$ cat config.mk
export PLATFORM = sky130hd
export DESIGN_NAME = fifo_arbiter
export DESIGN_NICKNAME = d
export VERILOG_FILES = /design/src/rtl/fifo_arb_pkg.sv /design/src/rtl/rr_arb2.sv /design/src/rtl/fifo_arbiter.sv
export SDC_FILE = /design/constraint.sdc
export NUM_CORES = 1
export LEC_CHECK = 0
export CORE_MARGIN = 8
export CORE_UTILIZATION = 39
export CTS_CLUSTER_DIAMETER = 80
export CTS_CLUSTER_SIZE = 25
export DETAILED_ROUTE_END_ITERATION = 6
export HOLD_SLACK_MARGIN = 0.05
export MAX_ROUTING_LAYER = met4
export PLACE_DENSITY = 0.84
export SLEW_MARGIN = 20
export SYNTH_ARGS = -nofsm -noshare
export SYNTH_HDL_FRONTEND = slang
export SYNTH_SLANG_ARGS = --single-unit
$ cat constraint.sdc
create_clock -name clk -period 2.7 [get_ports clk]
set_clock_uncertainty 0.1 [all_clocks]
set_input_delay 0.27 -clock clk [delete_from_list [all_inputs] [get_ports clk]]
set_output_delay 0.27 -clock clk [all_outputs]
set_load 0.005 [all_outputs]
$ cat src/rtl/fifo_arb_pkg.sv
// Shared types and default sizes for the two-producer FIFO access controller.
package fifo_arb_pkg;
  localparam int DEPTH_DEF = 8;
  localparam int WIDTH_DEF = 15;

  typedef enum logic [2:0] {
    OP_IDLE  = 3'd0,
    OP_WR    = 3'd1,
    OP_RD    = 3'd2,
    OP_WR_RD = 3'd3,
    OP_FLUSH = 3'd4
  } op_t;
endpackage

$ cat src/rtl/rr_arb2.sv
// Two-way round-robin write arbiter; last_q remembers the most recent grant.
module rr_arb2 (
  input  logic       clk,
  input  logic       reset,
  input  logic [1:0] req_masked,
  input  logic       enable,
  output logic [1:0] gnt_next
);
  logic last_q;

  // On a tie the index that was not granted last wins; a lone requester always wins.
  always_comb begin
    gnt_next = 2'b00;
    if (enable) begin
      if (req_masked == 2'b11) gnt_next = last_q ? 2'b01 : 2'b10;
      else                     gnt_next = req_masked;
    end
  end

  always_ff @(posedge clk or posedge reset) begin
    if (reset)            last_q <= 1'b1;
    else if (gnt_next[0]) last_q <= 1'b0;
    else if (gnt_next[1]) last_q <= 1'b1;
  end
endmodule

$ cat src/rtl/fifo_arbiter.sv
// FIFO access controller: round-robin write port, pulsed reads, pointers and flags.
// Optional FIFO_ARB_ERR_EN adds sticky ovf_seen/udf_seen drop indicators.
module fifo_arbiter
  import fifo_arb_pkg::*;
#(
  parameter  int DEPTH = DEPTH_DEF,
  parameter  int WIDTH = WIDTH_DEF,
  localparam int AW    = $clog2(DEPTH)
) (
  input  logic             clk,
  input  logic             reset,
  input  logic [1:0]       req,
  input  logic [WIDTH-1:0] din0,
  input  logic [WIDTH-1:0] din1,
  input  logic             rd_req,
  input  logic             flush,
  output logic [1:0]       gnt,
  output logic             rd_ack,
  output logic             wen,
  output logic [AW-1:0]    wr_addr,
  output logic [WIDTH-1:0] wr_data,
  output logic             ren,
  output logic [AW-1:0]    rd_addr,
  output logic             full,
  output logic             empty,
  output logic [AW:0]      count,
`ifdef FIFO_ARB_ERR_EN
  output logic             ovf_seen,
  output logic             udf_seen,
`endif
  output op_t              op_state
);
  // Handshake: a producer holds req[i] and din stable until gnt[i] pulses for one
  // cycle, then drops req; req[i] sampled while gnt[i] is high is ignored.
  op_t              op_q, op_d;
  logic [AW:0]      wptr_q, rptr_q;
  logic [1:0]       gnt_q, gnt_next, req_masked;
  logic [AW-1:0]    wr_addr_q, rd_addr_q;
  logic [WIDTH-1:0] wr_data_q;
  logic             wr_ok, rd_ok;

  assign count      = wptr_q - rptr_q;
  assign full       = (count == (AW+1)'(DEPTH));
  assign empty      = (count == '0);
  assign req_masked = req & ~gnt_q;

  rr_arb2 u_rr_arb2 (
    .clk        (clk),
    .reset      (reset),
    .req_masked (req_masked),
    .enable     (!flush && !full),
    .gnt_next   (gnt_next)
  );

  assign wr_ok = |gnt_next;
  assign rd_ok = rd_req && !empty && !flush;

  always_comb begin
    op_d = OP_IDLE;
    if (flush)               op_d = OP_FLUSH;
    else if (wr_ok && rd_ok) op_d = OP_WR_RD;
    else if (wr_ok)          op_d = OP_WR;
    else if (rd_ok)          op_d = OP_RD;
  end

  always_ff @(posedge clk or posedge reset) begin
    if (reset) begin
      op_q      <= OP_IDLE;
      gnt_q     <= 2'b00;
      wptr_q    <= '0;
      rptr_q    <= '0;
      wr_addr_q <= '0;
      rd_addr_q <= '0;
      wr_data_q <= '0;
    end else begin
      op_q  <= op_d;
      gnt_q <= gnt_next;
      if (flush) begin
        wptr_q <= '0;
        rptr_q <= '0;
      end else begin
        if (wr_ok) begin
          wptr_q    <= wptr_q + 1'b1;
          wr_addr_q <= wptr_q[AW-1:0];
          wr_data_q <= gnt_next[1] ? din1 : din0;
        end
        if (rd_ok) begin
          rptr_q    <= rptr_q + 1'b1;
          rd_addr_q <= rptr_q[AW-1:0];
        end
      end
    end
  end

  // Strobes decode from op_q so reset removes them without waiting for an edge.
  assign wen      = (op_q == OP_WR) || (op_q == OP_WR_RD);
  assign ren      = (op_q == OP_RD) || (op_q == OP_WR_RD);
  assign rd_ack   = ren;
  assign gnt      = gnt_q;
  assign wr_addr  = wr_addr_q;
  assign rd_addr  = rd_addr_q;
  assign wr_data  = wr_data_q;
  assign op_state = op_q;

`ifdef FIFO_ARB_ERR_EN
  always_ff @(posedge clk or posedge reset) begin
    if (reset || flush) begin
      ovf_seen <= 1'b0;
      udf_seen <= 1'b0;
    end else begin
      if (|req_masked && full) ovf_seen <= 1'b1;
      if (rd_req && empty)     udf_seen <= 1'b1;
    end
  end
`endif
endmodule

==> flow_metrics.tcl <==
set metrics [dict create \
    dp_hpwl_microns 3465 \
    overflow 0 \
    grtUsageTotal_pct 13.39 \
    globalplace.congestion 0.7378 \
    power_density_nw_per_um2 1008 \
    syn-instance-count 148 \
    grt_pass1_vias 1537 \
    cp-start-kind "flop" \
    synth_area_sq_um 1833 \
    final_hold_viol_count 0 \
    clock_sinks 35 \
    drtPass1Iterations 5 \
    clkPwrFrac_pct 12.6 \
    synth-edff-count 0 \
    drc 0 \
    io_buffers 70 \
    num_vias 1432 \
    power.share.switching_pct 31.14 \
    p_leak_nw 1.224 \
    fp-row-count 25 \
    ios 71 \
    yosysSeqAreaShare_pct 47.85 \
    cp_num_buf_inv 1 \
    holdBufCountCts 0 \
    max_slew_margin_pct 70.78 \
    worst_pin_slew_ps 438.4 \
    setup_violations 0 \
    start_util_pct 39.59 \
    switchingPower_w 0.0008767 \
    crit_family "simple AND/OR/NAND/NOR gates" \
    fmax_mhz 381.5 \
    die_w_microns 84.56 \
    wl_per_cell_microns 16.33 \
    fin_nets 272 \
    wl_met1_microns 1922 \
    worstPathCellList "ha_2 -> nand3b_1 -> and3_4 -> or2_2 -> clkdlybuf4s50_1" \
    core_sq_um 4629 \
    crit_path_top_delay_cell "clkdlybuf4s50_1" \
    dp_worst_setup_slack_ps 46.93 \
    synthTopCellsByArea "dfrtp_1, mux2_2, mux2_4" \
    via_per_inst 5.025 \
    dr_wl_met3_microns 304 \
    max_stage_delay_ps 450 \
    antenna_left 0 \
    holdWs_ps 299.7 \
    antenna_found_initial 0 \
    path_max_fanout 5 \
    cts_buffers 5 \
    ctsRootBufferMaster "clkbuf_8" \
    drive_gt1_share_pct 29.87 \
    reg2reg_from "wptr_q[0]" \
    peakVddDrop_uv 393.4 \
    ys.flop_type "dfrtp_1" \
    synth_fp_nets 190 \
    crit_start "wptr_q[2]" \
    p_int_w 0.001939 \
    synth.distinct_cells 32 \
    dr_wl_met2_microns 2389 \
    path_class "reg -> out" \
    holdCritPathClass "in -> async" \
    grt_max_degree 36 \
    fin_crit_ps 2621 \
    cts.clk_slew.worst_paths_ps 70 \
    syn_area_per_cell_sq_um 12.39 \
    maxSlewViolCount 0 \
    cts_tree "yes" \
    die_height_microns 84.56 \
    report.power.total_w 0.002816 \
    h-tree-depth 2 \
    cp-end-kind "output pin" \
    synth-seq-cells 35 \
    syn_to_final_growth_pct 52.36 \
    cp_data_required_time_ps 2330 \
    clk-insertion-delay-late_ps 280 \
    period_share_pct 97.07 \
    pwr-share-comb_pct 57.5 \
    synth_warnings 0 \
    drtIter0Drc 73 \
    grt_pass1_wl_microns 7493 \
    dieArea_sq_um 7150 \
    arrival_ps 2250 \
    yosysTopAreaCell "dfrtp_1" \
    synth_top_cell_area_share_pct 46.42 \
    routed_wl_microns 4653 \
    setup_slack_ps 79.05 \
    maxCapViolCount 0 \
    routed.top_layer "met4" \
    async_flop_share_pct 100.0 \
    antennaDiodeCount 0 \
    status "completed" \
    seqPwrFrac_pct 29.9 \
    clockBufferDepth 2 \
]
==> logic make-up (layout without fill, tap and decap cells) <==
logic type                 after synthesis  count (layout)  synth area share [%]
adders and majority gates                6               6                 4.505
and+or+nand+nor                         33              33                 10.51
xor gates and xnor gates                 3               3                 1.434
AOI/OAI and AO/OA                       16              16                 5.325
DFF                                     35              35                 47.85
muxes                                   39              39                 25.67
buffers and inverters                   16              99                 4.710
==> per-layer routing <==
layer | GRT usage [%] | vias to the layer above
met1 | 15.37 | 692
met3 | 4.195 | 5
met4 | 3.722 | 0
met2 | 21.98 | 56
met5 | - | -
li1 | - | 679
==> placed cells by master (no fill, tap or decap), types with 2 or more instances in the layout <==
cell | synthesis | routed
mux2i_1 | 2 | 2
ha_1 | 5 | 3
nand3_1 | 2 | 2
a21oi_1 | 8 | 6
or3_4 | 0 | 2
ha_2 | 0 | 2
dfrtp_1 | 34 | 34
mux2_4 | 9 | 9
or3_1 | 4 | 2
clkdlybuf4s50_1 | 0 | 68
or2_2 | 2 | 2
xor2_1 | 2 | 2
buf_4 | 1 | 10
nor2b_1 | 3 | 3
nor2_1 | 9 | 9
clkbuf_8 | 0 | 5
and2_1 | 2 | 2
inv_1 | 9 | 9
nand2b_1 | 4 | 4
o21ai_0 | 2 | 2
clkbuf_1 | 3 | 2
o31ai_1 | 4 | 3
mux2_2 | 28 | 28
==> power by group through the flow <==
stage,Clock (W),Combinational [W],Sequential [W]
after floorplan,0,0.000794,0.000862
after global placement,0,0.00153,0.000842
after detailed placement,0,0.00157,0.000847
after CTS,0.000366,0.00155,0.000844
after global routing,0.000389,0.00175,0.000870
final,0.000354,0.00162,0.000841
==> final cells by class <==
| cell class | count | area [sq um] |
|---|---|---|
| clock buffer | 7 | 76.32 |
| inverter | 9 | 33.78 |
| fill | 387 | 1837 |
| tap | 54 | 67.56 |
| multi-input combinational | 97 | 913.4 |
| clock inverter | 1 | 5.005 |
| sequential | 35 | 877.1 |
| timing repair buffer | 82 | 819.5 |
==> flip-flops by register name (all words and copies together) (netlist names) <==
signal,cells
wr_data,15
rptr_q,4
wptr_q,4
op_state,3
rd_addr,3
wr_addr,3
gnt,2
u_rr_arb2.last_q,1
==> worst paths after layout <==
path / end / slack [ps] / depth (start not counted)
worst min register to register: wr_data[3] / 400 / 1
worst max-delay path: count[3] / 80 / 5
min in group clk: wr_data[3] / 400 / 1
max in group asynchronous: u_rr_arb2.last_q / 1870 / 3
worst max register to register: wr_data[2] / 100 / 10
worst min-delay path: wr_data[1] / 300 / 3
==> worst reg2reg max path, delay by kind of cell (launching register included) <==
kind                     cells  cell delay [ps]
AND/OR/NAND/NOR              2              530
adder cells (fa/ha/maj)      2              490
flip-flops                   1              380
multiplexers                 1              340
buffers and inverters        3              250
AO/OA/AOI/OAI                1              250
XOR/XNOR                     1              160
==> Yosys cell counts (all sizes together), types with 2 or more instances <==
| cell type | number |
|---|---|
| nand3 | 2 |
| o31ai | 4 |
| nand2b | 4 |
| or2 | 2 |
| and2 | 2 |
| xor2 | 2 |
| buf | 4 |
| mux2i | 2 |
| or3 | 4 |
| nor2 | 9 |
| o21ai | 2 |
| mux2 | 37 |
| a21oi | 8 |
| inv | 9 |
| clkbuf | 3 |
| nor2b | 3 |
| dfrtp | 34 |
| ha | 5 |
==> metrics by stage <==
stage	setup TNS (ps)	instance area, sq um	std cells	utilization (%)
2_1_floorplan	-309.1	1853	148	-
3_3_place_gp	0	2645	274	57.14
3_5_place_dp	0	2645	274	57.14
4_1_cts	0	2728	282	58.92
5_1_grt	-9.042	2793	285	60.32
6_report	0	2793	285	60.32
==> timing repair <==
item,CTS,global route
pin swaps,0,1
cloned,0,1
buffers inserted,0,2
gates resized for setup,3,6
endpoints found under the setup margin,2,15
endpoints found under the hold margin,0,0
No activity file was read; power rests on OpenSTA's default activity.
